**src/rtl/sweep_pkg.sv**
```systemverilog
// Shared types and constants for the sweep checker and its optional signature MISR.
package sweep_pkg;

    typedef enum logic [1:0] {
        IDLE  = 2'd0,
        DRIVE = 2'd1,
        DONE  = 2'd2
    } state_t;

    localparam int              SIG_W     = 16;
    localparam logic [SIG_W-1:0] MISR_POLY = 16'h1021;
    localparam logic [SIG_W-1:0] MISR_SEED = 16'hFFFF;

    // One serial step of the x^16+x^12+x^5+1 compactor.
    function automatic logic [SIG_W-1:0] misr_step(input logic [SIG_W-1:0] sig, input logic din);
        logic fb;
        fb = sig[SIG_W-1] ^ din;
        misr_step = {sig[SIG_W-2:0], 1'b0} ^ (fb ? MISR_POLY : '0);
    endfunction

endpackage

```
**src/rtl/sweep_misr.sv**
```systemverilog
// Serial-input 16-bit signature register; seeded on reset and on clr, advanced on en.
module sweep_misr
    import sweep_pkg::*;
(
    input  logic             clk,
    input  logic             rst_n,
    input  logic             clr,
    input  logic             en,
    input  logic             din,
    output logic [SIG_W-1:0] sig
);

    always_ff @(posedge clk or negedge rst_n) begin
        if (!rst_n) begin
            sig <= MISR_SEED;
        end else if (clr) begin
            sig <= MISR_SEED;
        end else if (en) begin
            sig <= misr_step(sig, din);
        end
    end

endmodule

```
**config.mk**
```make
export PLATFORM = sky130hd
export DESIGN_NAME = sweep_misr
export DESIGN_NICKNAME = d
export VERILOG_FILES = /design/src/rtl/sweep_pkg.sv /design/src/rtl/sweep_misr.sv
export SDC_FILE = /design/constraint.sdc
export NUM_CORES = 1
export LEC_CHECK = 0
export CAP_MARGIN = 20
export CORE_ASPECT_RATIO = 0.7
export CORE_MARGIN = 2
export CORE_UTILIZATION = 38
export CTS_BUF_LIST = sky130_fd_sc_hd__clkbuf_8
export CTS_CLUSTER_SIZE = 20
export DETAILED_ROUTE_END_ITERATION = 16
export PLACE_DENSITY = 0.66
export SLEW_MARGIN = 20
export SYNTH_ARGS = -nofsm -noshare
export SYNTH_HDL_FRONTEND = slang
export SYNTH_SLANG_ARGS = --single-unit
```
**constraint.sdc**
```tcl
create_clock -name clk -period 2.1 [get_ports clk]
set_clock_uncertainty 0.05 [all_clocks]
set_input_delay 0.315 -clock clk [delete_from_list [all_inputs] [get_ports clk]]
set_output_delay 0.315 -clock clk [all_outputs]
set_load 0.05 [all_outputs]
```
After elaboration in Yosys (flattened, before gate mapping)
Index checks and enable logic that the tools add are counted.

Reductions and logical operators: 1. Bitwise operators: 2. Multipliers: 0. Shifts and indexed selects: 0. $lt $le $gt $ge: 0. Muxes and demuxes: 3. $add $sub $neg: 0. Equal/unequal tests: 0. Divide/modulo/power cells: 0.

Operators by type and width (number): $mux 16 (2); $xor 16x13->16 (1); $mux 13 (1); $reduce_bool 2->1 (1); $xor 1x1->1 (1).

Memories: 0. Bits in read-only memories: 0. Output and inout bits: 16. Input port bits: 5. Register bits after elaboration: 16. Bits in latches: 0. Memory bits (writable): 0.

Logic depth before layout (Yosys ltp)
Depth in word-level cells: 5. Mapped depth: 3. Mapped depth without buffers: 2.

Least setup slack after synthesis
Ideal clock, no wire load.

Kind: register -> register. From: register sig[15]. To: register sig[5]. Data required time: 1968 ps. Path buffers: 0. Slack: 600 ps. Arrival time: 1368 ps. Cell stages (with the launch flop): 3. Clock period less this slack: 1500 ps. Path through: dfstp_2 xor3_1 a211o_1.

Cells in the longest elaborated chain, start to end: 5.

RTL lines: from (decl) (RTL line sweep_misr.sv:10) `output logic [SIG_W-1:0] sig`; from (signal assigned) (RTL line sweep_misr.sv:19) `sig <= misr_step(sig, din);`; $xor 1x1->1 (RTL line sweep_pkg.sv:17) `fb = sig[SIG_W-1] ^ din;`; $mux 13 (RTL line sweep_pkg.sv:18) `misr_step = {sig[SIG_W-2:0], 1'b0} ^ (fb ? MISR_POLY : '0);`; $xor 16x13->16 (RTL line sweep_pkg.sv:18); $mux 16 (RTL line sweep_misr.sv:18) `end else if (en) begin`; $mux 16 (RTL line sweep_misr.sv:16) `end else if (clr) begin`.

Every way passes these cells. The select of a mux whose other input is x is not followed. A chain may end at the register's enable or synchronous reset.

Worst setup path in the final report
From: register sig[15]. To: output sig[15].

No word-level cell between the ends.

==> out/qor.csv <==
stage,metric,value,unit
global_route,grt peak-use layer,met2,
yosys,"Seq/Total Area, Yosys",56.8,%
global_route,gr ovfl total,0,
worst_setup_path,Crit path largest cell delay,0.82,ns
yosys,Mapped Cells,56,
clock_network,postcts setup bufs,0,
worst_setup_path,crit path max fanout,5,
route,Vias/cell,5.12,
worst_hold_path,Worst Hold Launch,sig[1],
floorplanning,Die X,56.8,um
global_route,met2 usage,20.3,%
worst_setup_path,WP data arrival,1.66,ns
worst_hold_path,worst min-delay path category,flip-flop to flip-flop,
clock_network,# clock sinks,16,
final_layout,fin cells,98,
clock_network,Worst-path clk slew,0.06,ns
clock_network,worst-skew pair later-pin latency,0.25,ns
yosys,"Async S/R FF share, synth",100,%
power,Combinational Power Share,23.5,%
route,Total Routed Length,1.40,mm
global_route,first-pass GRT wire length,2.24,mm
flow_run,total of max-cap violations,0,
floorplanning,die area,0.00232,mm^2
worst_setup_path,worst path cell trace,clkdlybuf4s50_1,
clock_network,Num CTS Buffers,3,
place,I/O Buffers,20,
power,Int Pwr,0.590,mW
sta,setup TNS,0,ns
power,cell area power density,823,mW/mm^2
final_layout,final-stage net count,82,
route,DRC,0,
yosys,Post-synth EDFFs,0,
floorplanning,Die H,40.9,um
power,Net Sw Frac,28.8,%
sta,worst-margin pin slew,0.728,ns
worst_setup_path,critical path's slowest cell,clkdlybuf4s50_1,
yosys,"top cells by area, synth","dfstp_2 57%, a211o_1 19%, nor2b_1 14%",
worst_setup_path,reg2reg start,sig[15],
sta,slew margin rel.,51.3,%
sta,fin crit period,2.02,ns
place,gpl congestion,0.645,
yosys,biggest area consumer among synthesized cells,dfstp_2,
sta,f_max,0.495,GHz
yosys,"Primary FF master, synth",dfstp_2,
floorplanning,# IOs,21,
clock_network,hold buffer count at CTS,0,
global_route,met3 Use GR,8.20,%
global_route,initial antenna violation count,0,
global_route,GRT Util Overall,14.0,%
place,Placement Cell Area,952,um^2
final_layout,layout cells sized above 1,27.6,%
power,power share of the clock group,32.8,%
place,dpl ws,0.346,ns
worst_setup_path,CP bufs+invs,1,
power,Flop pwr share,43.7,%
yosys,synth unique cells,7,
yosys,mapped cell area,741,um^2
floorplanning,Initial Utilization,39.9,%
worst_setup_path,worst setup path class,flip-flop to output port,
worst_setup_path,required time of the critical path,1.74,ns
yosys,average cell area after synthesis,13.2,um^2
run_status,status,"complete, no violations",
sta,Final WS setup,0.0781,ns
route,DRT iter0 DRCs,8,
final_layout,max FFs per register,16,
worst_setup_path,Top delay family on crit path,buffers and inverters,
yosys,"FF+latch count, synth",16,
clock_network,TritonCTS clock tree,built,
clock_network,htree depth,1,
clock_network,CTS root buffer,clkbuf_8,
global_route,number of global-route vias before repair,463,
sta,fin crit share,96.3,%
route,DR vias,502,
power,P_sw,0.239,mW
worst_setup_path,Critical Path End Type,output port,
sta,Final Max Slew Viols,0,
clock_network,clk buf depth,2,
final_layout,FILL cells,178,
worst_setup_path,Setup crit start,sig[15],
route,router iterations before antenna repair,2,
place,dpl cells,94,
sta,final setup violation count,0,
floorplanning,Core Area,0.00185,mm^2
final_layout,final instance area,0.00101,mm^2
power,Pleak,0.413,nW
floorplanning,row cnt,13,
clock_network,post_cts resized,0,
yosys,commonest cells in the netlist,"16 x a211o_1, 16 x dfstp_2, 16 x nor2b_1",
place,dpl hpwl,869,um
yosys,top cell type's share of synthesized area,56.8,%
sta,RSZ-0062 raised after global routing,no,
final_layout,diode count,0,
worst_setup_path,Worst setup SP type,flip-flop,
sta,final hold violations,0,
power,worst vdd ir,0.512,mV
yosys,Ys Warns,0,
route,"antenna viol nets, final",0,
final_layout,most flop-heavy register,sig,
final_layout,synthesis-to-layout area growth,36.0,%
route,WL/cell,14.3,um
final_layout,Top Registers,sig x16,
yosys,syn_nets,61,
global_route,met1 GRT Util,16.7,%
global_route,largest net degree at the start of global routing,33,
[power by group through the flow]
stage,Combinational (mW),Sequential [mW],Clock [mW]
after floorplan,0.0583,0.442,0
after global placement,0.194,0.366,0
after detailed placement,0.196,0.366,0
after CTS,0.197,0.362,0.285
after global routing,0.206,0.366,0.299
final,0.195,0.362,0.272
[per-stage QoR]
step	util, %	power (mW)	hold WS [ns]
3_3_place_gp	51.3	0.560	0.559
2_1_floorplan	-	0.501	0.117
6_report	54.3	0.829	0.566
5_1_grt	54.3	0.871	0.578
4_1_cts	54.3	0.845	0.570
3_5_place_dp	51.3	0.563	0.558
[logic make-up (layout without fill, tap and decap cells)]
group / Yosys count / in the layout / synth area share, %
XOR/XNOR: 3 / 3 / 7.60
AO/OA/AOI/OAI: 16 / 16 / 18.9
buffers and inverters: 5 / 25 / 3.21
flip-flops: 16 / 16 / 56.8
AND/OR/NAND/NOR: 16 / 16 / 13.5
[per-layer routing]
layer / vias to the layer above / wire length, um
li1: 238 / -
met1: 246 / 681
met2: 18 / 595
met3: 0 / 127
met4: 0 / 0
met5: - / 0
[cell type report]
| class | count | area [um^2] | share of cell area, % |
|---|---|---|---|
| multi-input combinational | 35 | 297 | 29.4 |
| tap | 22 | 27.5 | 2.73 |
| clock buffer | 4 | 55.1 | 5.47 |
| timing repair buffer | 21 | 208 | 20.6 |
| sequential | 16 | 420 | 41.7 |
[placed cells by master, fill, tap and decap left out]
cell type	count
clkdlybuf4s50_1	20
clkbuf_8	4
nor2b_1	16
xor3_1	2
buf_4	1
a211o_1	16
xor2_1	1
dfstp_2	16
[worst paths after layout]
kind                            to  slack [ns]  depth (start not counted)
max in group asynchronous  sig[11]        1.14                          1
hold / removal              sig[2]        0.57                          1
min in group asynchronous  sig[14]        0.83                          1
setup / recovery           sig[15]        0.08                          1
hold reg to reg             sig[2]        0.57                          1
setup reg to reg           sig[12]        0.77                          2
Note: power is estimated with default switching activity, not from simulation.
